**src/rtl/display_mux_n.sv**
```systemverilog
// Multiplexed seven-segment driver with channel select, sequential
// binary-to-BCD conversion, leading-zero blanking and overflow dashes.
module display_mux_n #(
  parameter int NUM_DIGITS   = 4,
  parameter int NUM_CHANNELS = 4,
  parameter int VAL_W        = 16,
  parameter int REFRESH_DIV  = 100000
) (
  input  logic                          clk,
  input  logic                          reset_n,
  input  logic [NUM_CHANNELS*VAL_W-1:0] values,
  input  logic [$clog2(NUM_CHANNELS)-1:0] mode,
  input  logic [NUM_DIGITS-1:0]         dp_mask,
  input  logic                          lz_blank,
  output logic [NUM_DIGITS-1:0]         an,
  output logic [6:0]                    seg,
  output logic                          dp,
  output logic                          frame_tick,
  output logic                          conv_busy
);

  localparam int PW = $clog2(REFRESH_DIV);
  localparam int IW = (NUM_DIGITS > 1) ? $clog2(NUM_DIGITS) : 1;
  localparam int BW = 4*NUM_DIGITS + 4;
  localparam int DW = 4*NUM_DIGITS;
  localparam int CW = $clog2(VAL_W + 1);

  function automatic longint unsigned pow10(int n);
    longint unsigned r;
    r = 1;
    for (int i = 0; i < n; i++) r = r * 10;
    return r;
  endfunction

  localparam longint unsigned MAXV = pow10(NUM_DIGITS) - 1;

  typedef enum logic [1:0] {IDLE, LOAD, SHIFT, DONE} st_t;

  st_t st, nst;

  logic [PW-1:0]    pre;
  logic [IW-1:0]    idx;
  logic             tc, last;
  logic             start_pend;
  logic             start;
  logic             ld, sh, dn;
  logic [VAL_W-1:0] sel, val, bin;
  logic [BW-1:0]    bcd, adj;
  logic [CW-1:0]    cnt;
  logic [DW-1:0]    snap;
  logic             ovf;

  assign tc    = (pre == PW'(REFRESH_DIV - 1));
  assign last  = (idx == IW'(NUM_DIGITS - 1));
  assign start = frame_tick | start_pend;

  always_ff @(posedge clk) begin
    if (!reset_n) begin
      pre        <= '0;
      idx        <= '0;
      frame_tick <= 1'b0;
      start_pend <= 1'b1;
    end else begin
      pre        <= tc ? '0 : pre + 1'b1;
      frame_tick <= tc && last;
      start_pend <= 1'b0;
      if (tc) idx <= last ? '0 : idx + 1'b1;
    end
  end

  always_ff @(posedge clk) begin
    if (!reset_n) st <= IDLE;
    else          st <= nst;
  end

  always_comb begin
    nst = st;
    unique case (st)
      IDLE:  if (start) nst = LOAD;
      LOAD:  nst = SHIFT;
      SHIFT: if (cnt == CW'(VAL_W - 1)) nst = DONE;
      DONE:  nst = IDLE;
      default: nst = IDLE;
    endcase
  end

  always_comb begin
    ld        = (st == LOAD);
    sh        = (st == SHIFT);
    dn        = (st == DONE);
    conv_busy = ld | sh;
  end

  // Out-of-range mode falls back to channel 0
  always_comb begin
    sel = values[VAL_W-1:0];
    for (int k = 1; k < NUM_CHANNELS; k++)
      if (int'(mode) == k) sel = values[k*VAL_W +: VAL_W];
  end

  always_comb begin
    adj = '0;
    for (int n = 0; n < BW/4; n++)
      adj[4*n +: 4] = bcd[4*n +: 4] +
        ((bcd[4*n +: 4] >= 4'd5) ? 4'd3 : 4'd0);
  end

  always_ff @(posedge clk) begin
    if (!reset_n) begin
      val  <= '0;
      bin  <= '0;
      bcd  <= '0;
      cnt  <= '0;
      snap <= '0;
      ovf  <= 1'b0;
    end else begin
      if (ld) begin
        val <= sel;
        bin <= sel;
        bcd <= '0;
        cnt <= '0;
      end
      if (sh) begin
        bcd <= {adj[BW-2:0], bin[VAL_W-1]};
        bin <= bin << 1;
        cnt <= cnt + 1'b1;
      end
      if (dn) begin
        snap <= bcd[DW-1:0];
        ovf  <= 64'(val) > MAXV;
      end
    end
  end

  logic [NUM_DIGITS-1:0] blank_v, an_n;
  logic [3:0]            nib;
  logic                  blk, dpm, z;
  logic [6:0]            dec, seg_n;

  // Blank a digit only when it and everything to its left is zero
  always_comb begin
    z       = 1'b1;
    blank_v = '0;
    for (int i = NUM_DIGITS - 1; i >= 0; i--) begin
      z          = z & (snap[4*i +: 4] == 4'd0);
      blank_v[i] = z && lz_blank && (i != 0);
    end
  end

  always_comb begin
    nib  = '0;
    blk  = 1'b0;
    dpm  = 1'b0;
    an_n = '1;
    for (int i = 0; i < NUM_DIGITS; i++) begin
      if (idx == IW'(i)) begin
        nib     = snap[4*i +: 4];
        blk     = blank_v[i];
        dpm     = dp_mask[i];
        an_n[i] = 1'b0;
      end
    end
  end

  always_comb begin
    case (nib)
      4'd0:    dec = 7'b1000000;
      4'd1:    dec = 7'b1111001;
      4'd2:    dec = 7'b0100100;
      4'd3:    dec = 7'b0110000;
      4'd4:    dec = 7'b0011001;
      4'd5:    dec = 7'b0010010;
      4'd6:    dec = 7'b0000010;
      4'd7:    dec = 7'b1111000;
      4'd8:    dec = 7'b0000000;
      4'd9:    dec = 7'b0010000;
      default: dec = 7'b1111111;
    endcase
    seg_n = ovf ? 7'b0111111 : (blk ? 7'b1111111 : dec);
  end

  always_ff @(posedge clk) begin
    if (!reset_n) begin
      an  <= ~NUM_DIGITS'(1);
      seg <= 7'b1000000;
      dp  <= 1'b1;
    end else begin
      an  <= an_n;
      seg <= seg_n;
      dp  <= ~dpm;
    end
  end

endmodule
```
**config.mk**
```make
export PLATFORM = sky130hd
export DESIGN_NAME = display_mux_n
export DESIGN_NICKNAME = d
export VERILOG_FILES = /design/src/rtl/display_mux_n.sv
export SDC_FILE = /design/constraint.sdc
export NUM_CORES = 1
export LEC_CHECK = 0
export BUFFER_PORTS_ARGS = -buffer_cell sky130_fd_sc_hd__buf_2
export CORE_UTILIZATION = 39
export DETAILED_ROUTE_END_ITERATION = 7
export GPL_TIMING_DRIVEN = 0
export PLACE_DENSITY_LB_ADDON = 0.2
export SLEW_MARGIN = 20
export SYNTH_ARGS = -nofsm -noshare
export SYNTH_HDL_FRONTEND = slang
export SYNTH_SLANG_ARGS = --single-unit
```
**constraint.sdc**
```tcl
create_clock -name clk -period 2.15 [get_ports clk]
set_input_delay 0 -clock clk [delete_from_list [all_inputs] [get_ports clk]]
set_output_delay 0 -clock clk [all_outputs]
set_load 0.01 [all_outputs]
```
---- Yosys cells after proc, flatten, opt, wreduce, memory -nomap -nowiden ----
Memories as Yosys holds them, arrays and structs flattened.
Index checks and enable logic that the tools add are counted.
word-level totals
  flip-flop bits (word level) ............. 109
  bits in latches ......................... 0
  RAM bits ................................ 0
  bits in read-only memories .............. 112
  input bits .............................. 73
  output and inout port bits .............. 14
  memories kept ........................... 1
cells by class
  add/sub/neg operators ................... 8
  $mul .................................... 0
  div/mod/pow operators ................... 0
  $lt $le $gt $ge ......................... 6
  equal/unequal tests ..................... 13
  shift-type cells ........................ 0
  multiplexer cells ....................... 36
  bitwise operators ....................... 6
  reduce and logical (&&, ||, !) cells .... 13
memories
  memory            words  bits a word  rd ports  clocked after Yosys merged registers in  wr ports  line  RTL
  (name not given)  16     7            1         0                                        0         166   case (nib)
operators with widths
  cell                   count
  $mux 16                5
  $mux 20                2
  $ge 4x3->1 const B     5
  $add 17x1->17 const B  1
  $eq 17x17->1 const B   1
  $add 4x2->4            4
  $gt 16x14->1 const B   1
  $mux 2                 8
  $mux 4                 4
  $mux 7                 2
  $eq 2x2->1 const B     6
  $logic_not 4->1        3
  $mux 1                 12
  $mux 5                 2
  $pmux 2 s4             1
  $eq 2x1->1 const B     3
  $add 5x1->5 const B    1
  $eq 5x4->1 const B     1
  $logic_and 1x1->1      4
  $logic_not 2->1        2
  $reduce_or 2->1        2
  $add 3x2->3            1
  $add 2x1->2 const B    1
  $and 1x1->1            2
  6 further kinds        8

---- Depth between registers and ports, before layout ----
  word-level depth ........................ 9
  depth in mapped cells ................... 9
  mapped depth without buffers ............ 8

---- Worst setup path after synthesis ----
No wires, ideal clock.
  path type ............................... register to register
  from .................................... register idx[1]
  to ...................................... register seg[0]
  setup time .............................. 115 ps
  arrival ................................. 1998 ps
  required time ........................... 2035 ps
  path slack .............................. 37 ps
  stages on the path, launching flop included .. 9
  clock period less this slack ............ 2113 ps
  cell sequence ........................... dfxtp_1 > inv_1 > ha_1 > buf_6 > nand3b_1 > a221oi_4 > mux2_4 > o22a_1 > o21a_1
on the way
  word-level cells in the longest chain between the ends .. 8
  elaborated cells on any way between the ends .. 14
  those cells by class .................... eq/ne (3); mux (9); reduce/logical (1); memory (1)
ends and longest elaborated chain
  what                    line  RTL
  from (decl)             42    logic [IW-1:0] idx;
  from (signal assigned)  67    if (tc) idx <= last ? '0 : idx + 1'b1;
  $logic_not 2->1         156   if (idx == IW'(i)) begin
  $mux 4 (4 in series)    156
  $mem_v2 16x7            -
  $mux 7 * (2 in series)  179   seg_n = ovf ? 7'b0111111 : (blk ? 7'b1111111 : dec);
  to (signal assigned)    189   seg <= seg_n;
  to (decl)               16    output logic [6:0] seg,
Mark *: on every way between the ends. The rest lies on a longest branch, timed or not.
A chain may end at the register's enable or synchronous reset.

---- Final worst setup path ----
  from .................................... register idx[0]
  to ...................................... register seg[0]
Same word-level chain as after synthesis.

==> flow_results.org <==
** Synthesis
- In this run, synthesis produced a sequential element count of 101.
- In this run, distinct cell masters in the synthesized netlist total 44.
- The synthesized design contains 0 enable-type register cells.
- The average instance in the mapped netlist occupies 8.99 um2.
- Yosys attributes the largest share of cell area to dfxtp_1, mux4_2, a21oi_1.
- Number of warnings printed during yosys synthesis :: 0
- Sequential fraction of the synthesis area :: 40.0%
- Counting flops with an async set or reset pin after synthesis yields a share of 0%.
- Synthesized net count :: 660
- By count the netlist is led by dfxtp_1, nor2_1, a21oi_1.
- Counting every instance in the synthesized netlist gives 563.
- The largest total area in the synthesized netlist belongs to dfxtp_1.
- Most repeated cell in the gate-level netlist after synthesis :: dfxtp_1
- Among all flip-flop cells after synthesis, the most frequent one is dfxtp_1.
- Portion of synthesized cell area occupied by the leading cell type :: 40.0%
- In this run the cell area of the synthesized design comes to 5060 um2.

** Drt
- In the routed layout, each cell is associated on average with a via count of 5.03.
- Summed over all layers, the routed wires come to 11.3 mm.
- Across all layers, the routed design uses 4,222 vias.
- Number of search-and-repair iterations in the first detailed-routing pass :: 4
- Count of antenna-violating nets left after detailed routing :: 0
- Detailed Route Iter0 Violations :: 131
- Drc violations :: 0
- WL per Instance :: 13.5 um

** Die
- The die is 116 um wide.
- In this run the core area contains 41 standard-cell rows.
- The initial utilization of the core area, before any placement, comes to 40.1%.
- The die is 116 um tall.
- The region available for standard cell placement spans 12,600 um2.
- The floorplan step defined a die boundary enclosing 13,400 um2.
- 87 I/O pins were placed.

** Clocking
- Later-pin clock latency in the skew report :: 340 ps
- Num Clock Sinks :: 101
- After clock tree synthesis, the clock-pin slew on the worst setup and hold paths is 70 ps.
- Counting along the longest clock path gives a buffer depth of 2.
- TritonCTS buffer count :: 9
- CTS tree :: done
- Deepest level of the CTS H-tree :: 3
- Clock tree synthesis selected as its root buffer the cell clkbuf_16.

** GRT
- The number of antenna violations at the first check in global routing is 0.
- After global routing the overflow that remains totals 0.
- The first global-routing pass estimated 18.6 mm of wire.
- The number of global-route vias before repair is 3,956.
- Global routing used 17.6% of the available tracks.
- Maximum number of pins on one net before global-route repair :: 17

** Cells and area
- Area overhead of the layout relative to synthesis :: 20.8%
- Summed area of non-filler cells in the final layout :: 6110 um2
- Antenna cell count :: 0
- In the final design database the tool counted 760 nets.
- Fraction of layout instances using a drive strength above 1 :: 22.0%
- Measured on the finished design, the core utilization comes to 48.4%.
- Non-filler cells, final :: 839

** Run status
- The run finished with clean final reports.

** Critical path
- At the worst endpoint, the required time is 2390 ps.
- STA classifies the critical path startpoint as a flip-flop.
- Maximum fanout along the worst path :: 8
- At the worst endpoint, the arrival time is 2270 ps.
- Critical Setup Path Class :: reg2reg
- Kind of end point of the critical path :: flip-flop

** Pwr
- Peak VDD IR :: 416 uV
- Total power :: 0.00514 W
- For this design the static power due to leakage is 2.34 nW.
- Pwr per Cell Area :: 841 nW/um2

** Placement
- Routability-driven placement congestion ratio :: 0.769
- Count of port buffers added during placement :: 84
- The placed instances occupy a cell area of 5690 um2.
- Total instance count after detailed placement :: 819
- The wire-length estimate of the detail-placed layout is 8.62 mm.

** Worst hold path
- Hold Crit Class :: in2reg

** STA
- Share of the clock period used by the worst path after layout :: 94.4%
- At the pin with the least slew margin, the transition time is 705 ps.
- Setup violations remaining at the end of the flow were counted as 0.
- For the final database, setup skew stands at 9.35 ps.
- Normalized max-slew margin :: 52.5%
- Maximum achievable frequency :: 493 MHz
- Final critical path time including I/O delays and setup :: 2030 ps
- Count of pins over their slew limit :: 0
- Hold Fails Final Rpt :: 0

** Job
- The tool flagged a number of max-cap violations equal to 0.
==> flip-flops by register name (all words and copies together), names as in the netlist <==
name        flops
pre            17
bcd            16
bin            16
snap           16
val            12
seg             7
cnt             5
an              4
idx             2
st              2
dp              1
frame_tick      1
ovf             1
start_pend      1
==> layer usage <==
metal  vias to the layer above  GRT usage (%)  part of all wire, %
met2                       106           30.0                   48
met3                        12           2.35                  3.8
met5                         -              0                    0
met4                         0           5.56                  1.2
met1                      1969           23.0                   47
li1                       2135              -                    -
==> kinds of logic after synthesis <==
family                     after synthesis  synth area share, %
adders and majority gates               24                 6.53
muxes                                   35                 11.0
xor gates and xnor gates                23                 3.98
DFF                                    101                 40.0
buffers and inverters                   68                 5.76
and+or+nand+nor                        191                 18.4
AOI/OAI and AO/OA                      121                 14.3
==> path summary, 6_finish.rpt <==
path / cells after the start / endpoint / from / slack (ps)
worst max-delay path: 8 / seg[0]$_SDFF_PN0_ / idx[0]$_SDFFE_PN0N_ / 120
worst min-delay path: 4 / dp$_SDFF_PN1_ / dp_mask[2] / 20
worst max register to register: 8 / seg[0]$_SDFF_PN0_ / idx[0]$_SDFFE_PN0N_ / 120
worst min register to register: 1 / pre[0]$_SDFF_PP0_ / pre[0]$_SDFF_PP0_ / 470
==> area by class of cell <==
cell class | instances | area (um2)
fill | 1255 | 6510
multi-input combinational | 394 | 2810
tap | 172 | 215
clock buffer | 10 | 239
sequential | 101 | 2030
timing repair buffer | 89 | 460
clock inverter | 5 | 61.3
buffer | 37 | 181
inverter | 31 | 116
==> cells in the final DEF (no fill, tap or decap), types with 2 or more instances in the layout <==
| cell type | synthesis | final |
|---|---|---|
| a211oi_1 | 6 | 5 |
| a21oi_1 | 66 | 66 |
| a221oi_4 | 2 | 3 |
| and2_1 | 9 | 9 |
| and3_1 | 3 | 3 |
| buf_1 | 4 | 4 |
| buf_2 | 5 | 88 |
| buf_4 | 2 | 7 |
| buf_6 | 3 | 3 |
| clkbuf_1 | 23 | 20 |
| clkbuf_16 | 0 | 9 |
| clkbuf_2 | 0 | 3 |
| clkinvlp_4 | 0 | 3 |
| dfxtp_1 | 101 | 99 |
| fa_1 | 4 | 4 |
| ha_1 | 20 | 19 |
| inv_1 | 30 | 30 |
| mux2i_1 | 18 | 18 |
| mux4_2 | 16 | 16 |
| nand2_1 | 36 | 36 |
| nand2b_1 | 23 | 23 |
| nand3_1 | 17 | 17 |
| nand3b_1 | 6 | 6 |
| nand4_1 | 3 | 3 |
| nor2_1 | 68 | 68 |
| nor2b_1 | 2 | 2 |
| nor3_1 | 6 | 6 |
| nor3b_1 | 8 | 4 |
| nor3b_2 | 0 | 4 |
| nor4_1 | 6 | 6 |
| o21a_1 | 4 | 4 |
| o21ai_0 | 24 | 24 |
| o22a_1 | 2 | 2 |
| o22ai_1 | 9 | 9 |
| o31a_1 | 2 | 2 |
| o31ai_1 | 2 | 2 |
| xnor2_1 | 13 | 13 |
| xor2_1 | 10 | 10 |
==> critical path, stage by stage, from the launching register on <==
cell      delay (ps)
dfxtp_4          360
ha_1             200
buf_6            150
a211oi_1         320
a221oi_4         120
buf_4            180
mux2_4           260
o22a_1           190
o21a_1           160
==> where the power goes <==
part | total [W] | switching, W | internal, W
Sequential | 0.00221 | 0.000116 | 0.00209
Combinational | 0.00130 | 0.000801 | 0.000495
Clock | 0.00163 | 0.000704 | 0.000930
==> what timing repair did <==
item                       in CTS  in global routing
hold endpoints to repair        1                  0
resized for setup               4                 16
setup endpoints to repair      15                 27
hold buffers                    1                  0
setup buffers                   4                  0
cloned                          0                  0
pin swaps                       3                  2
==> stage by stage <==
stage | setup WS, ps | hold slack [ps] | setup TNS (ps)
2_1_floorplan | 37.0 | 183 | 0
3_3_place_gp | -113 | 287 | -574
5_1_grt | -3.86 | 40.6 | -3.86
6_report | 120 | 23.4 | 0
3_5_place_dp | -166 | 285 | -997
4_1_cts | 0.509 | 19.0 | 0
No activity file was read; power rests on OpenSTA's default activity.
